`src/rtl/io_pkg.sv`:
```
// Shared types and constants for the CPU IO access controller.
package io_pkg;

    typedef enum logic [1:0] {
        IDLE = 2'd0,
        REQ  = 2'd1,
        DONE = 2'd2
    } io_state_e;

    localparam int unsigned PERIPH_NUM     = 4;
    localparam logic [7:0]  TIMEOUT_CYCLES = 8'd255;

    // Field positions within addr_low
    localparam int unsigned PAGE_MSB  = 9;
    localparam int unsigned PAGE_LSB  = 6;
    localparam int unsigned IDX_MSB   = 5;
    localparam int unsigned IDX_LSB   = 4;
    localparam int unsigned REG_MSB   = 3;
    localparam int unsigned REG_LSB   = 2;
    localparam int unsigned ALIGN_MSB = 1;

    localparam logic [1:0] ERR_NONE       = 2'b00;
    localparam logic [1:0] ERR_UNMAPPED   = 2'b01;
    localparam logic [1:0] ERR_MISALIGNED = 2'b10;
    localparam logic [1:0] ERR_TIMEOUT    = 2'b11;

    function automatic logic [PERIPH_NUM-1:0] idx_to_sel(input logic [1:0] idx);
        logic [PERIPH_NUM-1:0] sel;
        sel      = '0;
        sel[idx] = 1'b1;
        return sel;
    endfunction

endpackage

```
`src/rtl/io_addr_decode.sv`:
```
// Splits the low IO address bits into peripheral index, register offset and
// mapped / misaligned flags.
module io_addr_decode
    import io_pkg::*;
(
    input  logic [9:0] addr_low_i,
    output logic [1:0] index_o,
    output logic [1:0] reg_o,
    output logic       mapped_o,
    output logic       misaligned_o
);

    assign index_o      = addr_low_i[IDX_MSB:IDX_LSB];
    assign reg_o        = addr_low_i[REG_MSB:REG_LSB];
    assign mapped_o     = (addr_low_i[PAGE_MSB:PAGE_LSB] == 4'd0);
    assign misaligned_o = (addr_low_i[ALIGN_MSB:0] != 2'd0);

endmodule

```
`src/rtl/io_access_ctrl.sv`:
```
// Sequences one CPU IO load/store onto a four-slot peripheral bus, stalling the
// CPU until the peripheral acks, times out, or the address is rejected.
module io_access_ctrl
    import io_pkg::*;
(
    input  logic         clock,
    input  logic         reset,
    input  logic         io_read,
    input  logic         io_write,
    input  logic [9:0]   addr_low,
    input  logic [31:0]  wdata,
    output logic [31:0]  rdata,
    output logic         stall,
    output logic         per_req,
    output logic [3:0]   per_sel,
    output logic         per_we,
    output logic [1:0]   per_reg,
    output logic [31:0]  per_wdata,
    input  logic [3:0]   per_ack,
    input  logic [127:0] per_rdata,
    output logic [1:0]   err_code,
    input  logic         err_clr
);

    io_state_e   state_q, state_d;
    logic [1:0]  idx_q, idx_d;
    logic [1:0]  reg_q, reg_d;
    logic        we_q, we_d;
    logic [31:0] wdata_q, wdata_d;
    logic [7:0]  cnt_q, cnt_d;
    logic [31:0] rdata_q, rdata_d;
    logic [1:0]  err_q, err_d;
    logic [1:0]  new_err;

    logic [1:0]  dec_idx;
    logic [1:0]  dec_reg;
    logic        dec_mapped;
    logic        dec_misaligned;

    io_addr_decode u_decode (
        .addr_low_i   (addr_low),
        .index_o      (dec_idx),
        .reg_o        (dec_reg),
        .mapped_o     (dec_mapped),
        .misaligned_o (dec_misaligned)
    );

    always_comb begin
        state_d = state_q;
        idx_d   = idx_q;
        reg_d   = reg_q;
        we_d    = we_q;
        wdata_d = wdata_q;
        cnt_d   = cnt_q;
        rdata_d = rdata_q;
        new_err = ERR_NONE;

        unique case (state_q)
            IDLE: begin
                if (io_read && io_write) begin
                    new_err = ERR_UNMAPPED;
                    state_d = DONE;
                end else if (io_read || io_write) begin
                    if (!dec_mapped) begin
                        new_err = ERR_UNMAPPED;
                        state_d = DONE;
                    end else if (dec_misaligned) begin
                        new_err = ERR_MISALIGNED;
                        state_d = DONE;
                    end else begin
                        idx_d   = dec_idx;
                        reg_d   = dec_reg;
                        we_d    = io_write;
                        wdata_d = wdata;
                        cnt_d   = 8'd0;
                        state_d = REQ;
                    end
                end
            end
            REQ: begin
                cnt_d = cnt_q + 8'd1;
                if (per_ack[idx_q]) begin
                    if (!we_q) begin
                        rdata_d = per_rdata[{idx_q, 5'd0} +: 32];
                    end
                    state_d = DONE;
                end else if (cnt_d == TIMEOUT_CYCLES) begin
                    new_err = ERR_TIMEOUT;
                    if (!we_q) begin
                        rdata_d = 32'd0;
                    end
                    state_d = DONE;
                end
            end
            DONE: begin
                state_d = IDLE;
            end
            default: begin
                state_d = IDLE;
            end
        endcase

        // A clear and a fresh error in the same cycle leave the fresh error recorded
        err_d = err_clr ? ERR_NONE : err_q;
        if ((new_err != ERR_NONE) && (err_d == ERR_NONE)) begin
            err_d = new_err;
        end
    end

    always_ff @(posedge clock) begin
        if (reset) begin
            state_q <= IDLE;
            idx_q   <= 2'd0;
            reg_q   <= 2'd0;
            we_q    <= 1'b0;
            wdata_q <= 32'd0;
            cnt_q   <= 8'd0;
            rdata_q <= 32'd0;
            err_q   <= ERR_NONE;
        end else begin
            state_q <= state_d;
            idx_q   <= idx_d;
            reg_q   <= reg_d;
            we_q    <= we_d;
            wdata_q <= wdata_d;
            cnt_q   <= cnt_d;
            rdata_q <= rdata_d;
            err_q   <= err_d;
        end
    end

    assign per_req   = (state_q == REQ);
    assign per_sel   = per_req ? idx_to_sel(idx_q) : 4'd0;
    assign per_we    = we_q;
    assign per_reg   = reg_q;
    assign per_wdata = wdata_q;
    assign rdata     = rdata_q;
    assign err_code  = err_q;
    assign stall     = (io_read || io_write) && (state_q != DONE);

endmodule

```
`config.mk`:
```
export PLATFORM = sky130hd
export DESIGN_NAME = io_access_ctrl
export DESIGN_NICKNAME = d
export VERILOG_FILES = /design/src/rtl/io_pkg.sv /design/src/rtl/io_addr_decode.sv /design/src/rtl/io_access_ctrl.sv
export SDC_FILE = /design/constraint.sdc
export NUM_CORES = 1
export LEC_CHECK = 0
export ABC_AREA = 1
export BUFFER_PORTS_ARGS = -buffer_cell sky130_fd_sc_hd__clkbuf_2
export CELL_PAD_IN_SITES_DETAIL_PLACEMENT = 0
export CELL_PAD_IN_SITES_GLOBAL_PLACEMENT = 1
export CORE_ASPECT_RATIO = 0.75
export CORE_MARGIN = 2
export CORE_UTILIZATION = 29
export CTS_CLUSTER_SIZE = 16
export DETAILED_ROUTE_END_ITERATION = 8
export PLACE_DENSITY = 0.78
export SLEW_MARGIN = 20
export SYNTH_ARGS = -nofsm -noshare
export SYNTH_HDL_FRONTEND = slang
export SYNTH_SLANG_ARGS = --single-unit
```
`constraint.sdc`:
```
create_clock -name clock -period 2.35 [get_ports clock]
set_input_delay 0.235 -clock clock [delete_from_list [all_inputs] [get_ports clock]]
set_output_delay 0.235 -clock clock [all_outputs]
set_load 0.05 [all_outputs]
```
==> impl_metrics.tcl, run 1 <==
set metrics [dict create \
    syn_area_um2 4400 \
    rsz0062_at_grt "false" \
    yosysTopAreaCell "dfxtp_1" \
    cts_buffers 9 \
    ir_worst_vdd_uv 365 \
    synth-edff-count 0 \
    routabilityCongestion 0.823 \
    worst_path_max_delay_cell "dfxtp_1" \
    r2r_cells 10 \
    synthCells 693 \
    min_period_over_period_pct 85.8 \
    drive_above_1_share_pct 34.3 \
    worstSetupPathType "flop to flop" \
    endpoint_kind "flop" \
    worstReg2RegEnd "rdata[11]$_SDFFE_PP0P_" \
    vias 5132 \
    nFillCells 1668 \
    cap_violations 0 \
    crit_family "simple AND/OR/NAND/NOR gates" \
    timing.rr.start "cnt_q[1]$_SDFFE_PP0P_" \
    die_y_um 111 \
    cp-start-kind "flop" \
    cts.repair.resized 0 \
    cp_max_fo 46 \
    swShare_pct 23.3 \
    grt_max_degree 47 \
    worstPathBufferInverterCount 0 \
    synth_commonest_cells "nand2_1 (199), nor2_1 (127), dfxtp_1 (81), nand3_1 (62), inv_1 (46)" \
    insertion_delay_ps 330 \
    fp-row-count 38 \
    diodes 0 \
    skew_ps 4.79 \
    antenna_found_initial 0 \
    seqPwrFrac_pct 46.2 \
    drt_iter0_drc 215 \
    p_comb_share_pct 11.5 \
    path_cells "ha_1, nand3_1, o21bai_2, nand2_2, nor2_4, nand2_4, nand2_8, nand2_8, nor2_1, nor2_1" \
    cellPowerDensity_nw_per_um2 490 \
    final-hold-violation-count 0 \
    cts_setup_buffers 0 \
    ant_nets 0 \
    htree_levels 3 \
    cts_sinks 81 \
    cts.clk_slew.worst_paths_ps 60 \
    synth_top_area_share_pct 36.8 \
    portBuffers 253 \
    dpl.hpwl_um 11900 \
    io_pins 254 \
    arrival_ps 2240 \
    async_flop_share_pct 0 \
    drc 0 \
    drtPass1Iterations 4 \
    period_needed_ps 2020 \
    hold_buffers 0 \
    holdWs_ps 155 \
    finalMaxSlewViolations 0 \
    min_from "wdata[23]" \
    hp-class "primary input to flop" \
    postSynthAreaPerCell_um2 6.35 \
    synth_nets 874 \
    switching_power_w 0.000702 \
    die_w_um 146 \
    synth-seq-cells 81 \
    p_clk_share_pct 42.4 \
    max-clock-path-buffers 2 \
    r2r_slack_ps 330 \
    first_global_vias 4835 \
    netlist_top_cells_area "dfxtp_1 (37%), nand2_1 (17%), nor2_1 (11%), nand3_1 (7.0%), o21ai_0 (4.3%)" \
    viasPerCell 4.52 \
    synth-seq-area-share_pct 36.8 \
    clock.fmax_mhz 496 \
    hold_end "per_wdata[23]$_SDFFE_PP0P_" \
    nets 1114 \
    setup_tns_ps 0 \
    relSlewSlack_pct 74.7 \
    cp_slowest_stage_delay_ps 390 \
    min_path_cells 3 \
    yosys_warnings 0 \
    synthFlopType "dfxtp_1" \
    grt_pass1_wl_um 24800 \
    start_util_pct 30.1 \
    grt_util_all_layers_pct 18.9 \
    post_drt_wl_per_cell_um 13.6 \
    p_leak_nw 2.99 \
    die_area_um2 16200 \
    wl_um 15500 \
    overflow 0 \
    setup_viol 0 \
    coreArea_um2 14600 \
    yosysMostFrequentCell "nand2_1" \
    cts_tree "yes" \
    areaGrowthSynthToFinish_pct 39.4 \
    status "complete, no violations" \
    cp.required_ps 2570 \
    yosysUniqueCellTypes 28 \
    intPower_w 0.00231 \
    tightest_slew_ps 379 \
    root_buffer "clkbuf_16" \
]
-- stage by stage --
stage / worst slack, ps / area, um2 / std cells / power [W] / util, %
floorplan: 123 / 4400 / 693 / 0.00157 / -
global placement: 424 / 5870 / 1122 / 0.00177 / 40.1
detailed placement: 343 / 5870 / 1122 / 0.00177 / 40.1
CTS: 336 / 6140 / 1136 / 0.00307 / 41.9
global route: 131 / 6140 / 1136 / 0.00316 / 41.9
finish: 333 / 6140 / 1136 / 0.00301 / 41.9
-- power groups by stage --
stage	clock network, W	logic, W	registers [W]
after floorplan	0	0.000131	0.00144
after global placement	0	0.000348	0.00142
after detailed placement	0	0.000348	0.00142
after CTS	0.00133	0.000349	0.00139
after global routing	0.00138	0.000387	0.00139
final	0.00127	0.000345	0.00139
-- how the worst max path moves through the flow --
stage                                  startpoint                endpoint  slack, ps  cells past startpoint
after floorplan           state_q[0]$_SDFFE_PP0P_              per_sel[0]        120                      4
after global placement      cnt_q[1]$_SDFFE_PP0P_   rdata[9]$_SDFFE_PP0P_        420                     10
after detailed placement    cnt_q[1]$_SDFFE_PP0P_  rdata[13]$_SDFFE_PP0P_        340                     10
after CTS                   cnt_q[1]$_SDFFE_PP0P_  rdata[11]$_SDFFE_PP0P_        340                     10
after global routing        cnt_q[1]$_SDFFE_PP0P_  rdata[11]$_SDFFE_PP0P_        130                     11
final                       cnt_q[1]$_SDFFE_PP0P_  rdata[11]$_SDFFE_PP0P_        330                     10
-- cells in the final DEF (no fill, tap or decap), drive strengths merged --
cell,count
nor3,3
o21ai,38
nor2,134
clkbuf,266
nand3,62
ha,2
inv,49
xnor2,1
nand3b,1
dfxtp,81
a21oi,18
a41oi,14
nand2,227
o211ai,1
o21bai,2
clkinv,1
nand4,18
buf,17
or2,1
-- layout make-up --
class | instances | area [um2] | share of cell area [%]
sequential | 81 | 1620 | 26.4
clock buffer | 14 | 264 | 4.30
multi-input combinational | 522 | 2410 | 39.3
tap | 200 | 250 | 4.08
inverter | 50 | 188 | 3.06
timing repair buffer | 269 | 1400 | 22.8
-- kinds of logic after synthesis --
group,share of synthesized area (%)
xor gates and xnor gates,0.199
DFF,36.8
AOI/OAI and AO/OA,9.75
adders and majority gates,0.568
and+or+nand+nor,44.2
buffers and inverters,8.41
-- worst min-delay path: cells and delay by family --
family,cells,cell delay [ps]
and+or+nand+nor,1,70
buffers and inverters,1,70
AOI/OAI and AO/OA,1,70
-- routing by layer --
layer	wire length, um	up-vias	GRT usage, %
met1	7170	2307	24.5
met3	841	10	4.94
met2	7320	124	31.9
met5	0	-	0
met4	149	0	3.82
li1	-	2691	-
Note: power is estimated with default switching activity, not from simulation.
==> run 2, diff against run 1 <==
==> constraint.sdc (replaced) <==
create_clock -name clock -period 2.35 [get_ports clock]
set_input_delay 0.235 -clock clock [delete_from_list [all_inputs] [get_ports clock]]
set_output_delay 0.235 -clock clock [all_outputs]
set_load 0.01 [all_outputs]
==> run 2 against run 1 <==
Wire length is 2.0% higher. Global-route usage up 0.64 points. Sequential share of layout area is 0.11 points lower. Register-to-register slack lost 40 ps. Non-clock buffer count is the same. Hold slack got worse by 6.0 ps. Cell count up 0.18%. Count of clock-buffer cells in the layout is 1 lower. Setup slack got worse by 44 ps. Clock power is 17% higher. Highest routed layer unchanged. Critical path depth is the same.
==> impl_metrics.tcl, run 2 (same netlist as run 1, synthesis figures left out) <==
set metrics [dict create \
    status "complete, no violations" \
    diodes 0 \
    relSlewSlack_pct 73.9 \
    clock.fmax_mhz 485 \
    hold_buffers 0 \
    cts_sinks 81 \
    grt_pass1_wl_um 25400 \
    drc 0 \
    post_drt_wl_per_cell_um 13.9 \
    finalMaxSlewViolations 0 \
    areaGrowthSynthToFinish_pct 40.0 \
    endpoint_kind "flop" \
    final_cells 1138 \
    min_period_over_period_pct 87.7 \
    period_needed_ps 2060 \
    switching_power_w 0.000712 \
    first_global_vias 4958 \
    portBuffers 253 \
    final-hold-violation-count 0 \
    fp-row-count 38 \
    holdWs_ps 149 \
    crit_family "simple AND/OR/NAND/NOR gates" \
    insertion_delay_ps 330 \
    tightest_slew_ps 391 \
    nFillCells 1673 \
    cts.repair.resized 0 \
    io_pins 254 \
    p_clk_share_pct 46.4 \
    cap_violations 0 \
    p_comb_share_pct 10.0 \
    max-clock-path-buffers 2 \
    worstPathBufferInverterCount 0 \
    p_leak_nw 3.00 \
    final_common_cell "clkbuf_2" \
    worstSetupPathType "flop to flop" \
    dpl.hpwl_um 12000 \
    skew_ps 7.12 \
    routabilityCongestion 0.844 \
    drt_iter0_drc 288 \
    swShare_pct 22.3 \
    worst_path_max_delay_cell "dfxtp_1" \
    start_util_pct 30.1 \
    arrival_ps 2290 \
    cts_tree "yes" \
    die_y_um 111 \
    grt_max_degree 47 \
    setup_tns_ps 0 \
    die_area_um2 16200 \
    dpl_cell_area_um2 5860 \
    viasPerCell 4.53 \
    setup_ws_ps 289 \
    highest_layer "met4" \
    vias 5157 \
    nets 1114 \
    ir_worst_vdd_uv 371 \
    wl_met2_um 7490 \
    design_area_um2 6160 \
    cp_slowest_stage_delay_ps 400 \
    wl_met1_um 7080 \
    root_buffer "clkbuf_16" \
    placedCellCount 1122 \
    path_cells "ha_1, nand3_1, o21bai_2, nand2_2, nor2_4, nand2_4, nand2_8, nand2_8, nor2_1, nor2_1" \
    pre_cts_ws_ps 310 \
    ant_nets 0 \
    cp.required_ps 2580 \
    overflow 0 \
    drtPass1Iterations 4 \
    die_w_um 146 \
    antenna_found_initial 0 \
    drive_above_1_share_pct 34.3 \
    grt_util_all_layers_pct 19.5 \
    cp-start-kind "flop" \
    setup_viol 0 \
    cts_buffers 9 \
    cts_setup_buffers 0 \
    wl_um 15800 \
    cts.clk_slew.worst_paths_ps 60 \
    cp_max_fo 46 \
    hp-class "primary input to flop" \
    seqPwrFrac_pct 43.6 \
    intPower_w 0.00248 \
    htree_levels 3 \
    layout_common_cells "clkbuf_2 (253), nand2_1 (199), nor2_1 (126)" \
    cellPowerDensity_nw_per_um2 517 \
    coreArea_um2 14600 \
    route.met3.wl_um 902 \
    rsz0062_at_grt "false" \
]
-- run 2: worst register-to-register path: stages (launching register included) --
cell and delay, ps:
dfxtp_1 400, ha_1 230, nand3_1 180, o21bai_2 190, nand2_2 80, nor2_4 140, nand2_4 90, nand2_8 150
nand2_8 230, nor2_1 210, nor2_1 60
-- run 2: worst paths after layout --
path,from,to,slack [ps],depth (start not counted)
max,cnt_q[1]$_SDFFE_PP0P_,rdata[11]$_SDFFE_PP0P_,290,10
min,wdata[17],per_wdata[17]$_SDFFE_PP0P_,150,3
max reg2reg,cnt_q[1]$_SDFFE_PP0P_,rdata[11]$_SDFFE_PP0P_,290,10
min reg2reg,per_wdata[4]$_SDFFE_PP0P_,per_wdata[4]$_SDFFE_PP0P_,480,2
-- run 2: layout make-up --
class	instances	area [um2]	share of cell area [%]
clock buffer	13	240	3.90
inverter	50	188	3.05
multi-input combinational	522	2410	39.1
sequential	81	1620	26.3
timing repair buffer	269	1390	22.5
clock inverter	3	65.1	1.06
tap	200	250	4.06
-- run 2: routing by layer --
layer | global-route usage [%] | vias to the layer above
met5 | 0 | -
met4 | 5.31 | 0
met3 | 5.19 | 26
met2 | 32.5 | 156
met1 | 25.1 | 2286
li1 | - | 2689
-- run 2: through the flow --
stage / total power, W / utilization, %
after CTS: 0.00324 / 42.1
after global routing: 0.00333 / 42.1
after global placement: 0.00174 / 40.0
after floorplan: 0.00155 / -
after detailed placement: 0.00174 / 40.0
final: 0.00319 / 42.1
-- run 2: power groups by stage --
stage	Clock [W]	Sequential (W)	Combinational [W]
2_1_floorplan	0	0.00142	0.000126
3_3_place_gp	0	0.00142	0.000322
3_5_place_dp	0	0.00142	0.000321
4_1_cts	0.00153	0.00139	0.000322
5_1_grt	0.00158	0.00139	0.000360
6_report	0.00148	0.00139	0.000318
